===== config.mk =====
export PLATFORM = sky130hd
export DESIGN_NAME = alu_arbiter
export DESIGN_NICKNAME = d
export VERILOG_FILES = /design/src/rtl/alu_pkg.sv /design/src/rtl/mul_iter.sv /design/src/rtl/alu_arbiter.sv
export SDC_FILE = /design/constraint.sdc
export NUM_CORES = 1
export LEC_CHECK = 0
export CAP_MARGIN = 20
export CORE_UTILIZATION = 29
export DETAILED_ROUTE_END_ITERATION = 10
export SETUP_SLACK_MARGIN = 0.1
export SYNTH_ARGS = -nofsm -noshare
export SYNTH_HDL_FRONTEND = slang
export SYNTH_SLANG_ARGS = --single-unit

===== constraint.sdc =====
create_clock -name clock -period 7.93 [get_ports clock]
set_input_delay 1.586 -clock clock [delete_from_list [all_inputs] [get_ports clock]]
set_output_delay 1.586 -clock clock [all_outputs]
set_load 0.02 [all_outputs]

===== src/rtl/alu_pkg.sv =====
// Shared opcode, state and counter-sizing definitions for the ALU arbiter slice.
package alu_pkg;

   localparam int OP_W = 3;

   localparam logic [OP_W-1:0] OP_AND  = 3'b000;
   localparam logic [OP_W-1:0] OP_OR   = 3'b001;
   localparam logic [OP_W-1:0] OP_ADD  = 3'b010;
   localparam logic [OP_W-1:0] OP_SUB  = 3'b011;
   localparam logic [OP_W-1:0] OP_MULU = 3'b100;

   typedef enum logic [1:0] {
      ST_IDLE = 2'b00,
      ST_EXEC = 2'b01,
      ST_RESP = 2'b10
   } state_e;

   // One extra bit so the counter can hold the full cycle count itself.
   function automatic int cnt_width(input int cycles);
      return $clog2(cycles) + 1;
   endfunction

endpackage


===== src/rtl/mul_iter.sv =====
// Iterative unsigned shift-add multiplier, LSB first, one multiplier bit per cycle.
module mul_iter
   import alu_pkg::*;
#(
   parameter int WIDTH = 32
) (
   input  logic                 clock,
   input  logic                 reset_n,
   input  logic                 start,
   input  logic [WIDTH-1:0]     a,
   input  logic [WIDTH-1:0]     b,
   output logic                 busy,
   output logic                 done,
   output logic [2*WIDTH-1:0]   product
);

   localparam int CW = cnt_width(WIDTH);

   logic [WIDTH-1:0]   a_q, a_d;
   logic [WIDTH-1:0]   mcand_q, mcand_d;
   logic [2*WIDTH-1:0] prod_q, prod_d;
   logic [CW-1:0]      cnt_q, cnt_d;
   logic               busy_q, busy_d;
   logic               done_q, done_d;

   function automatic logic [2*WIDTH-1:0] step(input logic [2*WIDTH-1:0] p,
                                               input logic [WIDTH-1:0]   m,
                                               input logic               bit0);
      logic [WIDTH:0] upper;
      upper = {1'b0, p[2*WIDTH-1:WIDTH]} + (bit0 ? {1'b0, m} : '0);
      return {upper, p[WIDTH-1:1]};
   endfunction

   // The first step is folded into the start edge, so the product is final
   // one cycle before the owner's WIDTH-cycle window closes.
   always_comb begin
      a_d     = a_q;
      mcand_d = mcand_q;
      prod_d  = prod_q;
      cnt_d   = cnt_q;
      busy_d  = busy_q;
      done_d  = done_q;
      if (start) begin
         a_d     = a;
         mcand_d = b >> 1;
         prod_d  = step('0, a, b[0]);
         cnt_d   = CW'(WIDTH - 1);
         busy_d  = 1'b1;
         done_d  = 1'b0;
      end else if (busy_q) begin
         prod_d  = step(prod_q, a_q, mcand_q[0]);
         mcand_d = mcand_q >> 1;
         cnt_d   = cnt_q - CW'(1);
         if (cnt_q == CW'(1)) begin
            busy_d = 1'b0;
            done_d = 1'b1;
         end
      end
   end

   always_ff @(posedge clock or negedge reset_n) begin
      if (!reset_n) begin
         a_q     <= '0;
         mcand_q <= '0;
         prod_q  <= '0;
         cnt_q   <= '0;
         busy_q  <= 1'b0;
         done_q  <= 1'b0;
      end else begin
         a_q     <= a_d;
         mcand_q <= mcand_d;
         prod_q  <= prod_d;
         cnt_q   <= cnt_d;
         busy_q  <= busy_d;
         done_q  <= done_d;
      end
   end

   assign busy    = busy_q;
   assign done    = done_q;
   assign product = prod_q;

endmodule


===== src/rtl/alu_arbiter.sv =====
// Two-port round-robin front end to a shared ALU with an iterative multiplier
// and a one-entry result hold released by rsp_ready.
module alu_arbiter
   import alu_pkg::*;
#(
   parameter int WIDTH      = 32,
   parameter int MUL_CYCLES = WIDTH
) (
   input  logic              clock,
   input  logic              reset_n,
   input  logic              req0_valid,
   output logic              req0_ready,
   input  logic [OP_W-1:0]   req0_op,
   input  logic [WIDTH-1:0]  req0_a,
   input  logic [WIDTH-1:0]  req0_b,
   input  logic              req1_valid,
   output logic              req1_ready,
   input  logic [OP_W-1:0]   req1_op,
   input  logic [WIDTH-1:0]  req1_a,
   input  logic [WIDTH-1:0]  req1_b,
   output logic              rsp_valid,
   input  logic              rsp_ready,
   output logic              rsp_id,
   output logic              rsp_err,
   output logic [WIDTH-1:0]  res_high,
   output logic [WIDTH-1:0]  res_low
);

   localparam int CW = cnt_width(MUL_CYCLES);

   state_e            state_q, state_d;
   logic              last_grant_q, last_grant_d;
   logic [CW-1:0]     cnt_q, cnt_d;
   logic              rsp_id_q, rsp_id_d;
   logic              rsp_err_q, rsp_err_d;
   logic [WIDTH-1:0]  res_hi_q, res_hi_d;
   logic [WIDTH-1:0]  res_lo_q, res_lo_d;

   logic              grant;
   logic              accept;
   logic [OP_W-1:0]   sel_op;
   logic [WIDTH-1:0]  sel_a, sel_b;
   logic [WIDTH-1:0]  alu_hi, alu_lo;
   logic              alu_err;
   logic [WIDTH:0]    sum;

   logic              mul_start;
   logic              mul_busy, mul_done;
   logic [2*WIDTH-1:0] mul_product;

   always_comb begin
      case ({req1_valid, req0_valid})
         2'b01:   grant = 1'b0;
         2'b10:   grant = 1'b1;
         2'b11:   grant = ~last_grant_q;
         default: grant = 1'b0;
      endcase
   end

   assign accept     = reset_n && (state_q == ST_IDLE) && (req0_valid || req1_valid);
   assign req0_ready = accept && (grant == 1'b0) && req0_valid;
   assign req1_ready = accept && (grant == 1'b1) && req1_valid;

   assign sel_op = grant ? req1_op : req0_op;
   assign sel_a  = grant ? req1_a  : req0_a;
   assign sel_b  = grant ? req1_b  : req0_b;

   always_comb begin
      alu_hi  = '0;
      alu_lo  = '0;
      alu_err = 1'b0;
      sum     = {1'b0, sel_a} + {1'b0, sel_b};
      case (sel_op)
         OP_AND:  alu_lo = sel_a & sel_b;
         OP_OR:   alu_lo = sel_a | sel_b;
         OP_ADD: begin
            alu_lo = sum[WIDTH-1:0];
            alu_hi = {{(WIDTH-1){1'b0}}, sum[WIDTH]};
         end
         OP_SUB: begin
            alu_lo = sel_a - sel_b;
            alu_hi = (sel_a < sel_b) ? '1 : '0;
         end
         OP_MULU: alu_err = 1'b0;
         default: alu_err = 1'b1;
      endcase
   end

   always_comb begin
      state_d      = state_q;
      last_grant_d = last_grant_q;
      cnt_d        = cnt_q;
      rsp_id_d     = rsp_id_q;
      rsp_err_d    = rsp_err_q;
      res_hi_d     = res_hi_q;
      res_lo_d     = res_lo_q;
      mul_start    = 1'b0;
      case (state_q)
         ST_IDLE: begin
            if (accept) begin
               last_grant_d = grant;
               rsp_id_d     = grant;
               if (sel_op == OP_MULU) begin
                  mul_start = 1'b1;
                  cnt_d     = CW'(MUL_CYCLES);
                  rsp_err_d = 1'b0;
                  state_d   = ST_EXEC;
               end else begin
                  rsp_err_d = alu_err;
                  res_hi_d  = alu_hi;
                  res_lo_d  = alu_lo;
                  state_d   = ST_RESP;
               end
            end
         end
         ST_EXEC: begin
            cnt_d = cnt_q - CW'(1);
            if (cnt_q <= CW'(1)) begin
               res_hi_d = mul_product[2*WIDTH-1:WIDTH];
               res_lo_d = mul_product[WIDTH-1:0];
               state_d  = ST_RESP;
            end
         end
         ST_RESP: begin
            if (rsp_ready) begin
               state_d = ST_IDLE;
            end
         end
         default: state_d = ST_IDLE;
      endcase
   end

   // last_grant resets to 1 so requester 0 wins the first tie.
   always_ff @(posedge clock or negedge reset_n) begin
      if (!reset_n) begin
         state_q      <= ST_IDLE;
         last_grant_q <= 1'b1;
         cnt_q        <= '0;
         rsp_id_q     <= 1'b0;
         rsp_err_q    <= 1'b0;
         res_hi_q     <= '0;
         res_lo_q     <= '0;
      end else begin
         state_q      <= state_d;
         last_grant_q <= last_grant_d;
         cnt_q        <= cnt_d;
         rsp_id_q     <= rsp_id_d;
         rsp_err_q    <= rsp_err_d;
         res_hi_q     <= res_hi_d;
         res_lo_q     <= res_lo_d;
      end
   end

   mul_iter #(
      .WIDTH   (WIDTH)
   ) u_mul (
      .clock   (clock),
      .reset_n (reset_n),
      .start   (mul_start),
      .a       (sel_a),
      .b       (sel_b),
      .busy    (mul_busy),
      .done    (mul_done),
      .product (mul_product)
   );

   assign rsp_valid = (state_q == ST_RESP);
   assign rsp_id    = rsp_id_q;
   assign rsp_err   = rsp_err_q;
   assign res_high  = res_hi_q;
   assign res_low   = res_lo_q;

   // Requesters must hold valid until accepted; the multiplier must be
   // finished by the time the EXEC window closes.
   a_req0_hold: assert property (@(posedge clock) disable iff (!reset_n)
      (req0_valid && !req0_ready) |=> req0_valid);
   a_req1_hold: assert property (@(posedge clock) disable iff (!reset_n)
      (req1_valid && !req1_ready) |=> req1_valid);
   a_mul_start: assert property (@(posedge clock) disable iff (!reset_n)
      mul_start |=> mul_busy);
   a_mul_done: assert property (@(posedge clock) disable iff (!reset_n)
      (state_q == ST_EXEC && cnt_q == CW'(1)) |-> mul_done);

endmodule

==> results summary <==
The library cell used most frequently in the layout, excluding fill and tap cells, is dfrtp_1. The unique cell type count in the Yosys netlist came out at 87. In this run the number of H-tree levels came out at 1. The simple-gate portion of the synthesized area is roughly 17%.

The adder-cell share of the synthesized area came out at 11.2%. Static timing analysis puts the maximum clock frequency at roughly 150 MHz. The count of boundary I/O pins came out at 208.

The core utilization of the finished layout came out at 36.2%. The initial antenna violation count came out at 1. The top fanout value on the critical path is 32. Clock tree synthesis inserted a total of 26 buffers. The maximum number of pins on one net before global-route repair is about 150. The signal arrival time at the worst endpoint came out at 7.01 ns.

The number of nets in the synthesized netlist is roughly 2,200. The remaining antenna violation count after routing is 0. The static leakage is 9.03 nW. The final critical delay including setup and external delays is roughly 6.5 ns. The number of global-route vias before repair is around 15,000. The accumulated negative setup slack is 0 ns.

Relative to the synthesized area, the layout overhead comes to 23.2%. The synthesized netlist devotes between 20% and 30% of its cell area to compound gates. The maximum ir drop on the vdd rail is 0.174 mV. The post-layout total power came out at ~0.0071 W. The cell at the root of the clock tree is clkbuf_16. The signal on the critical path passes through clkdlybuf4s50_1, a21bo_2, buf_4, mux2i_1, inv_1, ha_1, or2_2, nor4b_1, a31oi_1, a21oi_2, o31ai_4, a221oi_4, a211oi_1, o21bai_1, a21oi_2, buf_4, a21oi_1. After detailed routing, the number of remaining DRC violations is 0. The final max-slew violation count was 0. The setup fix buffers added after clock tree synthesis is 0. The count of buffer and inverter cells on the critical path is 4.

The sequential cell area in the final layout came out at between 5000 and 6000 um2. In this run the power density over the cells is 357 nW/um2. The area taken by multi-input logic gates is around 10,000 um2. Using the TritonRoute via totals, the vias-per-cell ratio works out to between 5 and 6. The sort of element at the start of the critical path is an input pin. For the pin with the worst max-slew slack, the measured transition is around 1.1 ns. Across all layers, the routed design uses ~16,000 vias. The die boundary height is ~240 um.

The post-DP HPWL came out at about 48 mm. The routed wire length per instance came out at about 22 um. The wire length of the first global-routing pass came out at 94.8 mm.

The hold buffer count at CTS came out at 0. The die width came out at 238 um. TritonCTS built the clock tree. The area share of xor/xnor cells in the synthesized design is around 1.7%. The number of gates resized after cts is 0. The clock net in this run drives a total of between 200 and 250 sinks. Among all flip-flop cells after synthesis, the most frequent one is dfrtp_1.

Headroom to the max-slew limit came out at between 20 and 30%. The net count reported at finish came out at approximately 2,400. The max-cap check violation count came out at 0. The global-route total usage across every layer is between 20% and 30%.

Setup repair after global routing left no endpoint under its margin. Of the post-synthesis cell area, the part taken by muxes is 7.00%. The cell area after technology mapping is approximately 16,000 um2. The worst setup path is captured at a flip-flop. Clock latency on the worst-skew pair, taken at its later pin, is 0.57 ns. Counting every instance in the synthesized netlist gives around 1,900. The fraction of synthesis flops using an asynchronous set or reset pin is 100%. Counting flops and latches in the post-synthesis netlist gives around 210. The total wire length after detailed routing came out at between 60 and 70 mm.

The placeable core area is about 55,000 um2. The number of core rows came out at 86. The library cells used most frequently in the layout, excluding fill and tap cells, are 207 x dfrtp_1, 206 x clkdlybuf4s50_1, 190 x a21oi_1, 185 x nand2_1, 166 x nor2_1.

STA puts the critical path data required time at 8.41 ns. At the end of routability-driven placement, the weighted congestion stood at 0.987. The filler cell count in the final layout came out at roughly 5,800. The critical path is of the input pin to flip-flop type.

The kind of cell adding the most delay to the critical path is compound AO/OA/AOI/OAI gates. Before antenna repair, the detailed router went through 7 iterations. The maximum root-to-sink buffer count is 3. The DRC violation total after the first TritonRoute iteration came out at 1,455. The flow ran to the end, and the final reports show no timing, DRC or antenna violations. The initial utilization of the core area, before any placement, comes to between 20% and 30%.

Of the cells placed in the final design, the portion with a size suffix greater than 1 is roughly 6.6%. The post-placement worst setup slack came out at about 0.90 ns. The die covers around 57,000 um2. The clock skew came out at about 0.020 ns. The clock-pin transition on the worst setup and hold timing paths came out at 0.06 ns.

The path class of the tightest hold or removal check is flip-flop to flip-flop. The setup slack after layout is 1.40 ns. The average cell area after synthesis is 8.33 um2. The count of warnings emitted by yosys is 0. The critical path's largest stage delay is 0.76 ns.

The hold violation count in the final report is 0. After layout, the worst path uses about 82% of the clock period. The number of input and output port buffers inserted came out at approximately 210. Setup violations remaining at the end of the flow were counted as 0. The number of enable flip-flop cells after synthesis came out at 0. On the critical path, the stage with the largest delay is an instance of mux2i_1. After synthesis, the largest family of logic cells by area is compound AO/OA/AOI/OAI gates. The total overflow reported by the global router came out at 0.

The sequential cell area fraction in the yosys report came out at 32.4%.
## power by group
group | switching, W | leakage, nW | internal (W)
clock | 0.000513 | 0.430 | 0.000721
combinational | 0.00228 | 6.02 | 0.00157
sequential | 0.000456 | 2.58 | 0.00158
total | 0.00325 | 9.03 | 0.00387
## state kept, by name, indices dropped and copies added (netlist names)
name and count:
rsp_id 1, res_high 32, u_mul.cnt_q 6, res_low 32, u_mul.a_q 32, u_mul.mcand_q 31
u_mul.busy 1, u_mul.product 64, last_grant_q 1, state_q 2, cnt_q 6, rsp_err 1
## logic make-up after synthesis
kind of cell	Yosys count
flops	209
compound gates	625
mux	113
simple gates	586
xor+xnor	32
buf+inv	233
fa+ha+maj	143
## stage by stage
stage	instance area [um2]	hold slack, ns	instances
2_1_floorplan	16200	0.442	1941
3_3_place_gp	19000	0.454	2809
3_5_place_dp	19000	0.463	2809
4_1_cts	19900	0.477	2857
5_1_grt	19900	0.500	2857
6_report	19900	0.473	2858
## cell usage after synthesis, types with 15 or more instances
cell,instances,area (um2)
xnor2_1,17,149
a21oi_1,190,951
o21ai_0,158,791
a221oi_1,15,131
xor2_1,15,131
a21o_1,26,195
nand2_1,185,694
ha_1,140,1750
o21bai_1,15,113
a211oi_1,50,375
buf_2,20,100
dfrtp_1,208,5200
nor2b_1,45,282
nor2_1,167,627
nor3_1,29,145
inv_1,105,394
and2_1,43,269
nand3_1,42,210
clkbuf_1,89,334
nand2b_1,19,119
mux2i_1,112,1120
## worst register-to-register path, stage by stage, from the launching register on
cell	delay [ns]
dfstp_2	0.57
a21bo_2	0.54
buf_4	0.41
mux2i_1	0.78
inv_1	0.33
ha_1	0.37
or2_2	0.33
nor4b_1	0.28
a31oi_1	0.15
a21oi_2	0.28
o31ai_4	0.13
a221oi_4	0.39
a211oi_1	0.13
o21bai_1	0.18
a21oi_2	0.08
buf_4	0.27
a21oi_1	0.20
## layout make-up
| cell class | instances | area share [%] |
|---|---|---|
| Clock buffer | 37 | 3.93 |
| Inverter | 110 | 2.07 |
| Timing Repair Buffer | 243 | 12.0 |
| Multi-Input combinational cell | 1499 | 50.5 |
| Clock inverter | 11 | 0.496 |
| Antenna cell | 1 | 0.0126 |
| Tap cell | 748 | 4.70 |
| Sequential cell | 209 | 26.3 |
## final timing paths
path	startpoint	to	slack (ns)	cells after the start
setup / recovery	req0_valid	res_high[16]	1.40	17
max in group asynchronous	reset_n	res_high[29]	5.51	2
setup reg to reg	last_grant_q	res_high[16]	2.45	16
min in group asynchronous	reset_n	u_mul.cnt_q[3]	0.98	1
hold reg to reg	u_mul.a_q[14]	u_mul.a_q[14]	0.47	2
hold / removal	u_mul.a_q[14]	u_mul.a_q[14]	0.47	2
## routing by layer
metal	GRT usage, %	wire length, um	share of wire, %
met1	30.4	27600	44
met2	34.3	28000	45
met3	3.90	5460	8.7
met4	6.35	1820	2.9
met5	0	0	0
(Power assumes the default switching activity.)
